**src/rtl/branch_resolve_unit.sv**
```systemverilog
// Resolves EX-stage branches/jumps, issues a held fetch redirect plus one-cycle pipeline flushes.
// Latency: redirect/flush/misalign registered, visible in the cycle after the resolving edge.
// Backpressure: redirect_valid held while if_stall=1; EX is stalled and new branches ignored until accepted.
module branch_resolve_unit #(
    parameter logic [15:0] CNT_MAX = 16'hFFFF
) (
    input  logic        clk,
    input  logic        rst_n,
    input  logic        ex_valid,
    input  logic [2:0]  br_op,
    input  logic        zero,
    input  logic        sign,
    input  logic [31:0] br_target,
    input  logic        if_stall,
    output logic        redirect_valid,
    output logic [31:0] redirect_pc,
    output logic        flush_if_id,
    output logic        flush_id_ex,
    output logic        ex_stall,
    output logic        misalign,
    output logic [15:0] br_cnt,
    output logic [15:0] taken_cnt
);

    typedef enum logic {
        IDLE = 1'b0,
        PEND = 1'b1
    } state_t;

    localparam logic [2:0] OP_BEQ  = 3'b001;
    localparam logic [2:0] OP_BNE  = 3'b010;
    localparam logic [2:0] OP_BLEZ = 3'b011;
    localparam logic [2:0] OP_BGTZ = 3'b100;
    localparam logic [2:0] OP_JUMP = 3'b101;

    state_t state, state_nxt;
    logic   is_br;
    logic   cond_taken;
    logic   resolve;
    logic   take;
    logic   flush_q;
    logic   misalign_q;

    always_comb begin
        is_br      = 1'b1;
        cond_taken = 1'b0;
        case (br_op)
            OP_BEQ:  cond_taken = zero;
            OP_BNE:  cond_taken = ~zero;
            OP_BLEZ: cond_taken = zero | sign;
            OP_BGTZ: cond_taken = ~zero & ~sign;
            OP_JUMP: cond_taken = 1'b1;
            default: is_br      = 1'b0;
        endcase
    end

    // Branches arriving while a redirect is pending are ignored entirely.
    assign resolve = (state == IDLE) && ex_valid && is_br;
    assign take    = resolve && cond_taken;

    always_comb begin
        state_nxt = state;
        case (state)
            IDLE: if (take)      state_nxt = PEND;
            PEND: if (!if_stall) state_nxt = IDLE;
            default:             state_nxt = IDLE;
        endcase
    end

    always_ff @(posedge clk or negedge rst_n) begin
        if (!rst_n) begin
            state <= IDLE;
        end else begin
            state <= state_nxt;
        end
    end

    always_ff @(posedge clk or negedge rst_n) begin
        if (!rst_n) begin
            redirect_pc <= 32'h0;
            flush_q     <= 1'b0;
            misalign_q  <= 1'b0;
            br_cnt      <= 16'h0;
            taken_cnt   <= 16'h0;
        end else begin
            flush_q    <= take;
            misalign_q <= take && (br_target[1:0] != 2'b00);
            if (take) begin
                redirect_pc <= {br_target[31:2], 2'b00};
            end
            if (resolve && (br_cnt != CNT_MAX)) begin
                br_cnt <= br_cnt + 16'd1;
            end
            if (take && (taken_cnt != CNT_MAX)) begin
                taken_cnt <= taken_cnt + 16'd1;
            end
        end
    end

    assign redirect_valid = (state == PEND);
    assign ex_stall       = (state == PEND) && if_stall;
    assign flush_if_id    = flush_q;
    assign flush_id_ex    = flush_q;
    assign misalign       = misalign_q;

endmodule

```
**config.mk**
```make
export PLATFORM = sky130hd
export DESIGN_NAME = branch_resolve_unit
export DESIGN_NICKNAME = d
export VERILOG_FILES = /design/src/rtl/branch_resolve_unit.sv
export SDC_FILE = /design/constraint.sdc
export NUM_CORES = 1
export LEC_CHECK = 0
export BUFFER_PORTS_ARGS = -buffer_cell sky130_fd_sc_hd__clkbuf_2
export CORE_ASPECT_RATIO = 0.8
export CORE_UTILIZATION = 50
export CTS_BUF_LIST = sky130_fd_sc_hd__clkbuf_2 sky130_fd_sc_hd__clkbuf_4 sky130_fd_sc_hd__clkbuf_8
export CTS_CLUSTER_SIZE = 20
export DETAILED_ROUTE_END_ITERATION = 6
export GPL_TIMING_DRIVEN = 0
export HOLD_SLACK_MARGIN = 0.12
export PLACE_DENSITY = 0.82
export SLEW_MARGIN = 20
export SYNTH_ARGS = -nofsm -noshare
export SYNTH_HDL_FRONTEND = slang
export SYNTH_SLANG_ARGS = --single-unit
```
**constraint.sdc**
```tcl
create_clock -name clk -period 3.3 [get_ports clk]
set_input_delay 0.495 -clock clk [delete_from_list [all_inputs] [get_ports clk]]
set_output_delay 0.495 -clock clk [all_outputs]
set_load 0.02 [all_outputs]
```
Yosys cells after proc, flatten, opt, wreduce, memory -nomap -nowiden
Cells that the tools add are included.
- add/sub/neg operators: 2
- multiply operators: 0
- div/mod/pow operators: 0
- magnitude comparators: 0
- eq/ne operators: 7
- shift operators: 0
- mux-type cells: 5
- bitwise logic cells: 5
- reductions and logical operators: 9
- operators with widths (kind ; count):
    adder 16 x 1 -> 16 bit, second input constant ; 2
    != test 16 bit, second input constant ; 2
    logical AND 1 bit ; 7
    == test 3 x 2 -> 1 bit, second input constant ; 2
    == test 3 bit, second input constant ; 2
    one-hot mux 1 bit (5 select lines) ; 1
    OR reduction 5 bit ; 1
    == test 3 x 1 -> 1 bit, second input constant ; 1
    2-to-1 mux 1 bit ; 3
    NOT 1 bit ; 3
    one-hot mux 1 bit (2 select lines) ; 1
    nonzero test 2 bit ; 1
    AND 1 bit ; 1
    OR 1 bit ; 1
- bits in registers: 65
- bits in latches: 0
- memory bits (writable): 0
- bits in read-only memories: 0
- input bits: 41
- output and inout bits: 69
- logic and storage cells: 34
- memories kept: 0

Longest topological paths before layout
Gate-level depths: netlist (run 1).
- word-level depth: 7
- gate-level depth with buffers: 7
- mapped depth without buffers: 6

Worst setup path before layout (run 1)
Ideal clock, no wire load.
- kind: reg2reg
- start: register state, in the netlist redirect_valid
- end: register redirect_pc[10]
- library setup time: 125 ps
- arrival time: 1776 ps
- data required time: 3175 ps
- path slack: 1399 ps
- stages on the path, launching flop included: 7
- path buffers: 1
- clock period less this slack: 1901 ps
- cells stage by stage: dfrtp_1 -> nand2b_4 -> nor3_1 -> nand3_1 -> inv_1 -> buf_2 -> mux2_2
- cells in the longest elaborated chain, start to end: 4
- ends and longest elaborated chain (item ; line ; text):
    from (decl) ; 36 ; state_t state, state_nxt;
    from (signal assigned) ; 74 ; state <= state_nxt;
    NOT 1 bit ; - ;
    logical AND 1 bit (2 in a row) ; 58 ; assign resolve = (state == IDLE) && ex_valid && is_br;
    logical AND 1 bit ; 59 ; assign take = resolve && cond_taken;
    to (signal assigned) ; 89 ; redirect_pc <= {br_target[31:2], 2'b00};
    to (decl) ; 16 ; output logic [31:0] redirect_pc,
No other way between the ends.
A chain may end at the register's enable or synchronous reset.

Worst setup path after layout (run 1)
- start: register state, in the netlist redirect_valid
- end: register redirect_pc[8]
The elaborated chain is that of the path after synthesis.

==> out/results.txt, run 1 <==
Avg Cell Area, Syn - 12.4 um2
total standard cell area after synthesis - 2840 um2
final cell count without fillers - 433
met3 layer wire length in the routed design - 263 um
unrepaired setup endpoints after global routing - false
number of nets still failing antenna checks after routing - 0
initial antenna violation count - 0
1st-pass router iterations - 4
Synth top area share - 57.4%
Mapped Cells - 229
Setup Skew - 0.0101 ns
final core occ - 67.9%
GP Congestion - 0.801
Area contributors post-synth - dfrtp_1 (57%), mux2_2 (13%), xnor2_1 (5.6%)
met2 WL post-DR - 2.85 mm
maximum number of pins on one net before global-route repair - 37
dominant combinational cell family by area after synthesis - simple AND/OR/NAND/NOR gates
dpl hpwl - 4.25 mm
post-route minimum period - 2.25 ns
overall die area - 5980 um2
number of remaining DRC errors - 0
number of clock sinks - 65
FP Rows - 24
PortBufs - 107
worst hold path startpoint - br_target[3]
largest buffer count on any clock path - 2
Std-Cell Core Area - 5470 um2
final number of setup-violating endpoints - 0
simple-gate share of the synthesized area - 16.3%
share of the clock period used by the worst path - 68.1%
Yosys warning total - 0
crit path capture type - flip-flop
number of flip-flops and latches in the synthesized netlist - 65
Worst IR Drop VDD - 0.350 mV
synthesized-area fraction occupied by ao, oa, aoi and oai cells - 1.32%
worst setup path startpoint - redirect_valid$_DFF_PN0_
maximum capacitance violations - 0
Worst Path Max Fanout - 10
via count - 2,150
cell leakage power - 1.85 nW
worst r2r src - redirect_valid$_DFF_PN0_
via count of the first global-routing pass - 2,147
per-cell routed wire length - 13.0 um
DP Cell Count - 416
Setup crit start kind - flip-flop
vias per std cell - 4.97
number of flops mapped to enable cells by yosys - 0
Hold-fix buffers, CTS - 1
data required time of the critical path - 3.52 ns
final count of hold timing violations - 0
area leader, netlist - dfrtp_1
detailed-route wire length - 5.63 mm
global-route wire length before repair - 10.0 mm
synthesized-area fraction occupied by xor and xnor cells - 8.34%
net count of the finished layout - 393
arrival time reported for the critical path endpoint - 2.47 ns
first-iteration detailed-routing DRC count - 85
met1 WL - 2.44 mm
H-Tree Level Count - 3
die span in x - 86.2 um
multiplexer share of the synthesized area - 13.5%
Global Route Usage Sum - 21.7%
clock slew at reported path FFs - 0.08 ns
Pins Over Slew Limit - 0
Setup Buffers After CTS - 0
fraction of the yosys area taken by sequential cells - 57.4%
number of buffers added by the clock tree synthesis step - 9
maximum clock rate - 445 MHz
result of the run - finished clean
Async S/R FF share, synth - 100%
I/O pin cnt - 110
area share of fa/ha/maj cells after synthesis - 0.883%
Ant. Diodes - 0
number of different library cells in the post-synthesis netlist - 35
total gr overflow - 0
quantity of gates resized following cts - 0
source-to-sink clock delay at the later pin of the worst-skew pair - 0.34 ns
topmost layer with routed signal wires - met4
die outline height - 69.4 um
startpoint-to-endpoint class of the critical path - reg2reg
total negative slack for setup checks - 0 ns
starting density of the core - 51.9%
clock tree from TritonCTS - done
PwrDens - 695 nW/um2
layout cell share with drive strength beyond 1 - 48.2%
primary flip-flop cell chosen by synthesis mapping - dfrtp_1
clock tree root driver cell - clkbuf_8
Hold WC Path Type - in2reg
Area growth, synth to finish - 30.8%
critical path: stages (launching register included):
cell and delay [ns]:
dfrtp_1 0.39, nand2b_4 0.14, nor3_1 0.39, nand3_1 0.35
inv_1 0.21, buf_2 0.27, mux2_2 0.37
layer usage:
layer | up-vias | global-route usage, %
met5 | - | 0
met4 | 0 | 7.96
met3 | 9 | 6.79
met2 | 55 | 36.6
met1 | 1049 | 26.1
li1 | 1037 | -
path summary, 6_finish.rpt:
path	to	slack, ns	cells past startpoint
worst min-delay path	redirect_pc[3]$_DFFE_PN0P_	0.37	2
worst max-delay path	redirect_pc[8]$_DFFE_PN0P_	1.05	6
worst min register to register	br_cnt[7]$_DFFE_PN0P_	0.50	1
worst max register to register	redirect_pc[8]$_DFFE_PN0P_	1.05	6
min in group asynchronous	redirect_pc[4]$_DFFE_PN0P_	0.65	2
max in group asynchronous	taken_cnt[11]$_DFFE_PN0P_	2.12	3
through the flow:
step	worst slack, ns	power, W	instance area (um2)	hold slack [ns]
floorplan	1.40	0.00161	2840	0.199
global route	0.819	0.00272	3710	0.363
detailed placement	0.824	0.00192	3490	0.484
CTS	1.03	0.00261	3710	0.357
finish	1.05	0.00258	3710	0.375
global placement	0.921	0.00188	3470	0.479
logic make-up after synthesis:
kind of cell	count (synthesis)
flip-flops	65
XOR/XNOR	27
multiplexers	34
AO/OA/AOI/OAI	5
buffers and inverters	12
adder cells (fa/ha/maj)	2
other	1
AND/OR/NAND/NOR	83
synthesized netlist by cell type (2+ instances only):
library cell   n
nand2_1       15
nand2b_1       2
nand3_1       13
ha_1           2
nor2_1        13
nand4_1        9
mux2_2        33
inv_1          5
and3_1         6
nor3_1         7
buf_2          4
and2_1         2
xnor2_1       18
xor2_1         9
nor2b_1        2
dfrtp_1       65
buf_4          3
and4_1         4
where the power goes:
group          switching [W]  internal [W]
Clock               0.000309      0.000370
Combinational       0.000441      0.000314
Sequential          0.000157      0.000986
state kept, by name (all words and copies together) (netlist names):
| name | flops |
|---|---|
| flush_id_ex | 1 |
| br_cnt | 16 |
| taken_cnt | 16 |
| misalign | 1 |
| redirect_valid | 1 |
| redirect_pc | 30 |
final cells by class:
cell class / count / area [um2]
fillers: 455 / 1760
flip-flops and latches: 65 / 1630
multi-input cells: 153 / 1150
repair buffers: 109 / 568
clock buffers: 10 / 138
well taps: 78 / 97.6
clock inverters: 6 / 67.6
plain buffers: 7 / 42.5
inverters: 5 / 18.8
layout by cell type, fill, tap and decap left out, types with 2 or more instances in the layout:
master and n:
nand2_1 15, buf_2 4, nor2b_1 2, clkinv_4 2
inv_1 5, nand3_1 13, buf_4 3, xnor2_1 18
conb_1 2, ha_1 2, dfrtp_1 65, clkbuf_2 106
nor3_1 7, and4_1 4, xor2_1 9, nor2_1 13
and3_1 6, clkinvlp_4 2, nand4_1 9, and2_1 2
clkbuf_8 10, mux2_2 33, nand2b_1 2
No activity file was read; power rests on OpenSTA's default activity.
==> run 2, diff against run 1 <==
Clock period 3.3 ns to 2.3 ns, I/O delays scaled along.
==> out/results.txt, run 2 (synthesis gave the netlist of run 1 again) <==
final cell count without fillers - 433 (unchanged)
top library cells by usage in the layout, fill and taps aside - clkbuf_2 (106), dfrtp_1 (65), mux2_2 (33) (unchanged)
Worst IR Drop VDD - 0.502 mV (was 0.350 mV)
Reg with most FFs - redirect_pc (unchanged)
detailed-route wire length - 5.63 mm (about the same)
PortBufs - 107 (unchanged)
global-route wire length before repair - 10.0 mm (unchanged)
hold path depth - 2 (unchanged)
number of remaining DRC errors - 0 (unchanged)
I/O pin cnt - 110 (unchanged)
DP Cell Count - 416 (unchanged)
final count of hold timing violations - 0 (unchanged)
post-route minimum period - 1.99 ns (was 2.25 ns)
initial antenna violation count - 0 (unchanged)
first-iteration detailed-routing DRC count - 85 (unchanged)
data required time of the critical path - 2.52 ns (was 3.52 ns)
GP Congestion - 0.801 (unchanged)
starting density of the core - 51.9% (unchanged)
number of nets still failing antenna checks after routing - 0 (unchanged)
startpoint-to-endpoint class of the critical path - reg2reg (unchanged)
PwrDens - 994 nW/um2 (was 695 nW/um2)
share of the clock period used by the worst path - 86.3% (was 68.1%)
max FFs per register - 30 (unchanged)
cell leakage power - 1.85 nW (about the same)
arrival time reported for the critical path endpoint - 2.21 ns (was 2.47 ns)
clock tree from TritonCTS - done (unchanged)
vias per std cell - 4.96 (was 4.97)
final number of setup-violating endpoints - 0 (unchanged)
result of the run - finished clean (unchanged)
overall die area - 5980 um2 (unchanged)
Ant. Diodes - 0 (unchanged)
clock tree root driver cell - clkbuf_8 (unchanged)
maximum capacitance violations - 0 (unchanged)
crit path capture type - flip-flop (unchanged)
Pins Over Slew Limit - 0 (unchanged)
total power - 0.00370 W (was 0.00258 W)
die outline height - 69.4 um (unchanged)
cell count of the worst reg-to-reg path - 6 (unchanged)
Worst Path Max Fanout - 10 (unchanged)
Hold WC Path Type - in2reg (unchanged)
most frequent standard cell in the layout excluding fill and tap cells - clkbuf_2 (unchanged)
Largest regs - redirect_pc x30, br_cnt x16, taken_cnt x16 (unchanged)
dpl hpwl - 4.25 mm (unchanged)
Global Route Usage Sum - 21.7% (unchanged)
largest buffer count on any clock path - 2 (unchanged)
layout cell share with drive strength beyond 1 - 48.7% (was 48.2%)
worst hold slack - 0.225 ns (was 0.375 ns)
via count of the first global-routing pass - 2,147 (unchanged)
clock slew at reported path FFs - 0.08 ns (about the same)
maximum number of pins on one net before global-route repair - 37 (unchanged)
H-Tree Level Count - 3 (unchanged)
Setup crit start kind - flip-flop (unchanged)
Area growth, synth to finish - 31.2% (was 30.8%)
die span in x - 86.2 um (unchanged)
number of buffers added by the clock tree synthesis step - 9 (unchanged)
Std-Cell Core Area - 5470 um2 (unchanged)
maximum clock rate - 504 MHz (was 445 MHz)
1st-pass router iterations - 4 (unchanged)
via count - 2,149 (was 2,150)
FP Rows - 24 (unchanged)
Setup Buffers After CTS - 0 (unchanged)
net count of the finished layout - 393 (unchanged)
unrepaired setup endpoints after global routing - false (unchanged)
Setup Skew - 0.0101 ns (unchanged)
number of clock sinks - 65 (unchanged)
per-cell routed wire length - 13.0 um (about the same)
total gr overflow - 0 (unchanged)
source-to-sink clock delay at the later pin of the worst-skew pair - 0.34 ns (about the same)
-- run 2: cell counts in the layout (fill, tap and decap cells not counted) --
No cell type changed its count.
-- run 2: per-layer routing --
metal	up-vias	track usage (%)	wire length, um
met4	0	7.96	81
li1	1036	-	-
met3	9	6.79	263
met2	55	36.6	2850
met5	-	0	0
met1	1049	26.1	2430
-- run 2: where the power goes --
part | internal (W) | switching, W | total [W]
sequential | 0.00141 | 0.000226 | 0.00164
combinational | 0.000452 | 0.000633 | 0.00109
clock | 0.000531 | 0.000442 | 0.000973
total | 0.00240 | 0.00130 | 0.00370
-- run 2: final cells by class --
class                      count  area (um2)
clock buffer                  10         138
timing repair buffer         109         568
clock inverter                 6        67.6
inverter                       5        18.8
buffer                         7        42.5
sequential                    65        1630
fill                         453        1750
multi-input combinational    153        1160
tap                           78        97.6
-- run 2: path summary, 6_finish.rpt --
kind	slack, ns	to	startpoint
max	0.31	redirect_pc[8]$_DFFE_PN0P_	redirect_valid$_DFF_PN0_
min	0.22	redirect_pc[3]$_DFFE_PN0P_	br_target[3]
max reg2reg	0.31	redirect_pc[8]$_DFFE_PN0P_	redirect_valid$_DFF_PN0_
min reg2reg	0.50	br_cnt[7]$_DFFE_PN0P_	br_cnt[7]$_DFFE_PN0P_
max in group asynchronous	1.27	taken_cnt[11]$_DFFE_PN0P_	rst_n
min in group asynchronous	0.50	redirect_pc[4]$_DFFE_PN0P_	rst_n
-- run 2: what timing repair did --
action,in CTS,in global routing
setup endpoints to repair,0,37
hold endpoints to repair,29,0
gates resized for setup,0,2
hold buffers,1,0
-- run 2: critical path: stages (launching register included) --
cell and delay (ns):
dfrtp_1 0.39, nand2b_4 0.15, nor3_2 0.30, nand3_2 0.22, inv_1 0.17, buf_2 0.27
mux2_2 0.37
-- run 2: through the flow --
step / setup WS, ns / utilization (%) / instance area (um2) / setup TNS [ns]
floorplan: 0.399 / - / 2840 / 0
global route: 0.137 / 68.1 / 3720 / 0
finish: 0.314 / 68.1 / 3720 / 0
CTS: 0.0293 / 67.9 / 3710 / 0
global placement: 0.0712 / 63.5 / 3470 / 0
detailed placement: -0.0259 / 63.9 / 3490 / -0.282
